$ cat src/rtl/ctrl_pkg.sv
// Shared control-unit definitions: RV32I opcodes, one-hot type-code bit positions, decode entry.
// Consumed by the decode stage and the downstream selector modules so both agree on encoding.
package ctrl_pkg;

  localparam int XLEN   = 32;
  localparam int CODE_W = 10;

  localparam logic [6:0] OP_JAL    = 7'b1101111;
  localparam logic [6:0] OP_JALR   = 7'b1100111;
  localparam logic [6:0] OP_LUI    = 7'b0110111;
  localparam logic [6:0] OP_AUIPC  = 7'b0010111;
  localparam logic [6:0] OP_BRANCH = 7'b1100011;
  localparam logic [6:0] OP_OP     = 7'b0110011;
  localparam logic [6:0] OP_STORE  = 7'b0100011;
  localparam logic [6:0] OP_OPIMM  = 7'b0010011;
  localparam logic [6:0] OP_LOAD   = 7'b0000011;
  localparam logic [6:0] OP_SYSTEM = 7'b1110011;

  localparam int CODE_J     = 0;
  localparam int CODE_JALR  = 1;
  localparam int CODE_LUI   = 2;
  localparam int CODE_AUIPC = 3;
  localparam int CODE_B     = 4;
  localparam int CODE_R     = 5;
  localparam int CODE_S     = 6;
  localparam int CODE_I     = 7;
  localparam int CODE_LOAD  = 8;
  localparam int CODE_CSR   = 9;

  typedef logic [CODE_W-1:0] code_t;

  typedef struct packed {
    logic [XLEN-1:0] instr;
    code_t           code;
    logic            illegal;
  } entry_t;

  function automatic code_t code_bit(input int idx);
    code_t c;
    c      = '0;
    c[idx] = 1'b1;
    return c;
  endfunction

endpackage

$ cat src/rtl/instr_type_decode_stage_if.sv
// Fetch-to-selector handshake bundle for the decode stage: input stream, output stream and flush.
// master = environment side (fetch + consumer), slave = the decode stage itself.
interface instr_type_decode_stage_if;
  import ctrl_pkg::*;

  logic            in_valid;
  logic            in_ready;
  logic [XLEN-1:0] in_instr;
  logic            out_valid;
  logic            out_ready;
  code_t           out_code;
  logic [XLEN-1:0] out_instr;
  logic            out_illegal;
  logic            flush;

  modport master (
    output in_valid, in_instr, out_ready, flush,
    input  in_ready, out_valid, out_code, out_instr, out_illegal
  );

  modport slave (
    input  in_valid, in_instr, out_ready, flush,
    output in_ready, out_valid, out_code, out_instr, out_illegal
  );

endinterface

$ cat src/rtl/instr_type_decode_stage_onehot.sv
// Combinational opcode classifier: opcode -> one-hot type code, illegal flag; 0 cycles, no handshake.
// Unknown opcodes (FENCE included) or a non-32-bit encoding give code=0, illegal=1.
module instr_type_onehot
  import ctrl_pkg::*;
(
  input  logic [6:0] opcode,
  output code_t      code,
  output logic       illegal
);

  always_comb begin
    code = '0;
    case (opcode)
      OP_JAL:    code = code_bit(CODE_J);
      OP_JALR:   code = code_bit(CODE_JALR);
      OP_LUI:    code = code_bit(CODE_LUI);
      OP_AUIPC:  code = code_bit(CODE_AUIPC);
      OP_BRANCH: code = code_bit(CODE_B);
      OP_OP:     code = code_bit(CODE_R);
      OP_STORE:  code = code_bit(CODE_S);
      OP_OPIMM:  code = code_bit(CODE_I);
      OP_LOAD:   code = code_bit(CODE_LOAD);
      OP_SYSTEM: code = code_bit(CODE_CSR);
      default:   code = '0;
    endcase
    illegal = (opcode[1:0] != 2'b11) || (code == '0);
  end

endmodule

$ cat src/rtl/instr_type_decode_stage.sv
// Registered decode stage: classifies fetched instructions, 1-cycle latency, main+skid entries.
// Backpressure: in_ready = ~skid_full from state only, so fetch never sees out_ready combinationally.
module instr_type_decode_stage
  import ctrl_pkg::*;
(
  input  logic                        clk,
  input  logic                        rst_n,
  instr_type_decode_stage_if.slave    bus
);

  entry_t main_q, main_d;
  entry_t skid_q, skid_d;
  logic   main_vld_q, main_vld_d;
  logic   skid_vld_q, skid_vld_d;

  code_t  dec_code;
  logic   dec_illegal;
  entry_t dec_entry;
  logic   accept;
  logic   pop;

  instr_type_onehot u_onehot (
    .opcode  (bus.in_instr[6:0]),
    .code    (dec_code),
    .illegal (dec_illegal)
  );

  assign dec_entry = '{instr: bus.in_instr, code: dec_code, illegal: dec_illegal};

  // Capture only on accept so an X word offered with in_valid low never reaches the flops.
  assign accept = bus.in_valid & ~skid_vld_q;
  assign pop    = main_vld_q & bus.out_ready;

  always_comb begin
    main_d     = main_q;
    skid_d     = skid_q;
    main_vld_d = main_vld_q;
    skid_vld_d = skid_vld_q;
    if (bus.flush) begin
      main_vld_d = 1'b0;
      skid_vld_d = 1'b0;
    end else if (skid_vld_q) begin
      if (pop) begin
        main_d     = skid_q;
        skid_vld_d = 1'b0;
      end
    end else if (main_vld_q) begin
      case ({accept, pop})
        2'b10: begin
          skid_d     = dec_entry;
          skid_vld_d = 1'b1;
        end
        2'b11:   main_d     = dec_entry;
        2'b01:   main_vld_d = 1'b0;
        default: main_vld_d = main_vld_q;
      endcase
    end else if (accept) begin
      main_d     = dec_entry;
      main_vld_d = 1'b1;
    end
  end

  always_ff @(posedge clk or negedge rst_n) begin
    if (!rst_n) begin
      main_q     <= '0;
      skid_q     <= '0;
      main_vld_q <= 1'b0;
      skid_vld_q <= 1'b0;
    end else begin
      main_q     <= main_d;
      skid_q     <= skid_d;
      main_vld_q <= main_vld_d;
      skid_vld_q <= skid_vld_d;
    end
  end

  assign bus.in_ready    = ~skid_vld_q;
  assign bus.out_valid   = main_vld_q;
  assign bus.out_code    = main_q.code;
  assign bus.out_instr   = main_q.instr;
  assign bus.out_illegal = main_q.illegal;

endmodule

$ cat src/flat_wrapper.sv
// flat-port wrapper written by rule: the top's interface ports become plain ports
module instr_type_decode_stage_flat import ctrl_pkg::*;
  (clk, rst_n, bus_in_valid, bus_in_instr, bus_out_ready, bus_flush, bus_in_ready, bus_out_valid, bus_out_code, bus_out_instr, bus_out_illegal);
  instr_type_decode_stage_if bus_i ();
  input  logic clk;
  input  logic rst_n;
  input wire logic [$bits(bus_i.in_valid)-1:0] bus_in_valid;
  input wire logic [$bits(bus_i.in_instr)-1:0] bus_in_instr;
  input wire logic [$bits(bus_i.out_ready)-1:0] bus_out_ready;
  input wire logic [$bits(bus_i.flush)-1:0] bus_flush;
  output wire logic [$bits(bus_i.in_ready)-1:0] bus_in_ready;
  output wire logic [$bits(bus_i.out_valid)-1:0] bus_out_valid;
  output wire logic [$bits(bus_i.out_code)-1:0] bus_out_code;
  output wire logic [$bits(bus_i.out_instr)-1:0] bus_out_instr;
  output wire logic [$bits(bus_i.out_illegal)-1:0] bus_out_illegal;
  assign bus_i.in_valid = bus_in_valid;
  assign bus_i.in_instr = bus_in_instr;
  assign bus_i.out_ready = bus_out_ready;
  assign bus_i.flush = bus_flush;
  assign bus_in_ready = bus_i.in_ready;
  assign bus_out_valid = bus_i.out_valid;
  assign bus_out_code = bus_i.out_code;
  assign bus_out_instr = bus_i.out_instr;
  assign bus_out_illegal = bus_i.out_illegal;
  instr_type_decode_stage u_core (.clk(clk), .rst_n(rst_n), .bus(bus_i));
endmodule
$ cat config.mk
export PLATFORM = sky130hd
export DESIGN_NAME = instr_type_decode_stage_flat
export DESIGN_NICKNAME = d
export VERILOG_FILES = /design/src/rtl/ctrl_pkg.sv /design/src/rtl/instr_type_decode_stage_if.sv /design/src/rtl/instr_type_decode_stage_onehot.sv /design/src/rtl/instr_type_decode_stage.sv /design/src/flat_wrapper.sv
export SDC_FILE = /design/constraint.sdc
export NUM_CORES = 1
export LEC_CHECK = 0
export CORE_ASPECT_RATIO = 0.5
export CORE_MARGIN = 3
export CORE_UTILIZATION = 45
export DETAILED_ROUTE_END_ITERATION = 10
export GPL_ROUTABILITY_DRIVEN = 0
export PLACE_DENSITY = 0.72
export SYNTH_ARGS = -nofsm -noshare
export SYNTH_HDL_FRONTEND = slang
export SYNTH_SLANG_ARGS = --single-unit
$ cat constraint.sdc
create_clock -name clk -period 2.15 [get_ports clk]
set_clock_uncertainty 0.15 [all_clocks]
set_input_delay 0.3225 -clock clk [delete_from_list [all_inputs] [get_ports clk]]
set_output_delay 0.3225 -clock clk [all_outputs]
set_load 0.05 [all_outputs]
# Word-level counts from Yosys, hierarchy flattened
# Cells that the tools add are included.
word_totals:
  register_bits: 88
  input_bits: 37
  out_inout_bits: 45
  wordCells: 50
op_classes:
  n_eq_ne: 17
  muxes: 16
  n_bitwise: 4
  n_reduce_logical: 5
ops:
  columns: ["op", "n"]
  rows:
  - ["43-bit two-way mux", 5]
  - ["10-bit case mux with 10 select lines", 1]
  - ["7-bit equality test, second input constant", 4]
  - ["7-bit by 6-bit equality test with 1-bit output, second input constant", 3]
  - ["7-bit by 5-bit equality test with 1-bit output, second input constant", 2]
  - ["10-bit zero test", 1]
  - ["1-bit two-way mux", 10]
  - ["4-bit AND reduction", 2]
  - ["7-bit by 2-bit equality test with 1-bit output, second input constant", 1]
  - ["2-bit != test, second input constant", 3]
  - ["2-bit equality test, second input constant", 2]
  - ["3-bit != test, second input constant", 1]
  - ["3-bit nonzero test", 1]
  - ["1-bit bitwise AND", 2]
  - ["2-bit by 1-bit equality test with 1-bit output, second input constant", 1]
  - ["1-bit NOT", 2]
  - ["1-bit logical OR", 1]

# Longest topological paths before layout
logic_depth:
  ltp_word: 7
  mapped_depth: 6

# Hierarchy
# A second synthesis with hierarchy kept.
hier_totals:
  cells_unflattened: 264
  area_unflattened_um2: 4002.6
modules_own_cells:
  columns: ["module", "n_inst", "cells_per_inst", "area_each_um2"]
  rows:
  - ["instr_type_decode_stage", 1, 240, 3862.5]
  - ["instr_type_onehot", 1, 24, 140.1]

# Worst setup path before layout
# No wires, ideal clock.
synth_timing:
  kind: "register -> register"
  start: "register u_core.main_vld_q, in the netlist u_core.bus.out_valid"
  end: "register u_core.main_q (netlist bit u_core.bus.out_code[6])"
  setup_ns: 0.129
  arrival_time_ns: 1.573
  t_required_ns: 1.871
  path_slack_ns: 0.299
  path_stages_with_launch: 6
  n_path_buf: 2
  period_less_slack_ns: 1.851
  cell_sequence: "dfrtp_1 -> nand2_1 -> a211oi_2 -> buf_2 -> buf_2 -> a31oi_1"
synth_between:
  elab_chain_cells: 4
  word_cells_on_any_way: 8
  cone_classes: "eq/ne: 3; mux: 2; bitwise: 1; reduce/logical: 2"
synth_lines:
  columns: ["item", "line_no", "rtl"]
  rows:
  - ["from (decl)", "instr_type_decode_stage.sv:13", "logic main_vld_q, main_vld_d;"]
  - ["from (signal assigned)", "instr_type_decode_stage.sv:72", "main_vld_q <= main_vld_d;"]
  - ["1-bit bitwise AND", "instr_type_decode_stage.sv:32", "assign pop = main_vld_q & bus.out_ready;"]
  - ["2-bit equality test", "instr_type_decode_stage.sv:48", "case ({accept, pop})"]
  - ["3-bit != test (no line)", null, null]
  - ["4-bit AND reduction (no line)", null, null]
  - ["to (signal assigned)", "instr_type_decode_stage.sv:70", "main_q <= main_d;"]
  - ["to (decl)", "instr_type_decode_stage.sv:11", "entry_t main_q, main_d;"]
# Parallel ways exist; a longest one is shown, timed or not.
# A chain may end at the register's enable or synchronous reset.

# Worst setup path after layout
layout_timing:
  start: "register u_core.main_vld_q, in the netlist u_core.bus.out_valid"
  end: "output bus_out_valid"
layout_rtl:
  columns: ["item", "line_no", "rtl"]
  rows:
  - ["to (decl)", "flat_wrapper.sv:12", "output wire logic [$bits(bus_i.out_valid)-1:0] bus_out_valid;"]
# No word-level cell between the ends.

==> results.toml <==
[synthesis]
synth_top_area_cell = "sky130_fd_sc_hd__dfrtp_1"
fraction_of_the_mapped_netlist_area_in_compound_gates_pct = 10.9
synth.top_cell.area_share_pct = 57.0
synth_top_family_by_area = "simple AND/OR/NAND/NOR gates"
post_synth_mux_area_share_pct = 8.55
ys_dominant_reg_cell = "sky130_fd_sc_hd__dfrtp_1"
synth_area_per_cell_um2 = 9.68
synthAdderAreaFrac_pct = 0
synth_xor_xnor_area_share_pct = 0
ys_seq_elements = 88
synth_nets = 436
synth_enable_flop_cells = 0
postSynth.asyncResetShare_pct = 100
warnings_from_yosys = 0
synth-seq-area-share_pct = 57.0
simple_gate_fraction_of_synth_area_pct = 19.8
syn-cell-area_um2 = 3860
netlist-cell-type-count = 42
syn_inst = 399
synthTopCellsByArea = "sky130_fd_sc_hd__dfrtp_1 57%, sky130_fd_sc_hd__nand2_1 11%, sky130_fd_sc_hd__mux2i_1 8.5%, sky130_fd_sc_hd__a21oi_1 5.6%, sky130_fd_sc_hd__nor2_1 4.0%"

[die]
die_span_in_x_um = 137
core_um2 = 8170
floorplan.io_pins = 82
die-height_um = 71.5
floorplan.initialDensity_pct = 47.3
fp-row-count = 23
die_area_um2 = 9800

[worst_setup_path]
ff2ff_setup_slack_ns = 0.35
worstSetupStartpoint = "u_core.bus.out_valid"
crit_arrival_ns = 1.61
cp.buffers_inverters = 1
crit_family = "buffers and inverters"
timing.critical_path.to_type = "output port"
start_kind = "register"
list_of_cells_traversed_by_the_critical_path = "clkdlybuf4s50_1"
worst-endpoint-required_ns = 1.68
worstSetupPathType = "reg2out"
worst_reg2reg_endpoint = "u_core.bus.out_instr[0]"
critical_path.max_fanout = 7
worst_path_largest_cell_delay_ns = 0.84
crit_path_top_delay_cell = "sky130_fd_sc_hd__clkdlybuf4s50_1"
count_of_cells_along_the_worst_register_to_register_path = 7
regToRegStartpoint = "u_core.skid_vld_q"

[pwr]
vdd_ir_drop_max_mv = 0.463
p_total_uw = 5150
power.density_nw_per_um2 = 982
power_leakage_uw = 0.00228

[layout]
regArea_um2 = 2200
multiInputGateArea_um2 = 1530
final_layout_size_suffix_gt1_share_pct = 9.72
layout.cells.most_common = "sky130_fd_sc_hd__nand2_1"
post_layout_nonfiller_instances = 606
fin_nets = 527
highest_count_cells_in_the_layout_ignoring_fill_and_taps = "114 x sky130_fd_sc_hd__nand2_1, 87 x sky130_fd_sc_hd__dfrtp_1, 76 x sky130_fd_sc_hd__clkdlybuf4s50_1"
area_growth_syn_to_layout_pct = 35.7
filler_cell_count = 684
antenna_cells = 0

[timing]
final_hold_viol_count = 0
setup-tns-final_ns = 0
setup_repair_after_global_routing_missed_its_margin = "no"
finalCritPeriodShare_pct = 96.6
final_period_minus_worst_setup_slack_ns = 2.08
worstMarginPinSlew_ns = 0.509
maxClockFrequency_ghz = 0.481
slew_headroom_pct = 65.9
report.final.slew_viol_count = 0
final-setup-viol-count = 0

[drt]
vias_per_cell = 5.01
drtAntennaViolNets = 0
postRouteWirelength_um = 8410
route.vias.total = 3038
detail_route.wl_per_cell_um = 13.9
detail_route.drc_violations = 0
detailedRoute.firstPassIterationCount = 4
drtIter0Drc = 135

[clock_tree]
postCtsSetupRepairBufs = 0
cts.htree.levels = 3
cts_inserted_buffers = 9
cts_root_buffer = "sky130_fd_sc_hd__clkbuf_16"
cts_tree = "yes"
clock_tree.buffer_depth = 2
tritoncts_num_sinks = 88
post_cts.resized_instances = 0
clkTransAtPathRegs_ns = 0.06
clkLatencyLatePin_ns = 0.33

[global_routing]
grt_antenna_before_repair = 0
grt_pass1_wl_um = 14400
globalRoute.totalOverflow = 0
maximum_number_of_pins_on_one_net_before_global_route_repair = 44
via_count_of_the_first_global_routing_pass = 2987
grt.total_usage_pct = 18.6

[placed_design]
io_buffers = 81
hpwl_after_detailed_placement_um = 5800
placed_cells_incl_taps = 590

[flow_run]
cap_violations = 0

[outcome]
status = "complete, no violations"

[min_path]
min-delay-path-class = "in2async"
worst max path at each step:
stage,depth (start not counted),to,slack (ns)
6_report,1,bus_out_valid,0.07
5_1_grt,1,bus_out_valid,0.02
4_1_cts,1,bus_out_valid,0.06
3_5_place_dp,8,u_core.bus.out_instr[18],0.03
3_3_place_gp,5,u_core.skid_q[4],0.08
2_1_floorplan,5,u_core.bus.out_code[6],0.30
layout make-up:
cell class,instances,area share [%]
clock inverters,1,0.573
multi-input cells,281,29.2
well taps,112,2.67
inverters,3,0.215
clock buffers,14,4.65
flip-flops and latches,88,42.0
repair buffers,107,20.7
Yosys cell counts, drive strengths merged, types with 3 or more instances:
cell and number:
mux2i 33, a21oi 43, o21a 3, nor2 41, buf 20, nand2b 4, clkbuf 7, dfrtp 88
inv 3, o21ai 4, nor3 4, nand2 114, o31ai 3, o41ai 3
registers in the layout, summed over array words and instances, names as in the netlist:
signal	count
u_core.bus.out_valid	1
u_core.bus.out_instr	32
u_core.skid_q	43
u_core.bus.out_illegal	1
u_core.bus.out_code	10
u_core.skid_vld_q	1
cells by family (layout without fill, tap and decap cells):
family / after synthesis / count (layout)
DFF: 88 / 88
buffers and inverters: 30 / 125
and+or+nand+nor: 180 / 180
AOI/OAI and AO/OA: 68 / 68
muxes: 33 / 33
worst register-to-register path, delay by kind of cell, from the launching register on:
family                 cells  cell delay [ns]
flip-flops                 1             0.37
AND/OR/NAND/NOR            2             0.19
AO/OA/AOI/OAI              2             0.38
buffers and inverters      3             0.65
per-stage QoR:
step	util [%]	cell area, um2	hold slack [ns]	worst slack [ns]
3_5_place_dp	60.7	4960	0.103	0.0271
5_1_grt	64.1	5240	0.319	0.0243
3_3_place_gp	60.7	4960	0.103	0.0798
4_1_cts	64.1	5240	0.286	0.0594
6_report	64.1	5240	0.287	0.0721
2_1_floorplan	-	3860	-0.123	0.299
layer usage:
layer,vias up,GRT usage [%],routed length (um)
met4,0,4.98,78
met5,-,0,0
met2,63,29.2,3810
met3,7,5.33,438
met1,1442,25.7,4080
li1,1526,-,-
what timing repair did:
action / in CTS / in global routing
setup endpoints to repair: 0 / 0
hold buffers: 1 / 0
endpoints found under the hold margin: 24 / 0
report_power, final:
group | internal (uW) | switching (uW) | leakage (uW) | total, uW
Clock | 896 | 578 | 0.000131 | 1470
Sequential | 1970 | 168 | 0.00106 | 2140
Combinational | 561 | 972 | 0.00109 | 1530
No activity file was read; power rests on OpenSTA's default activity.
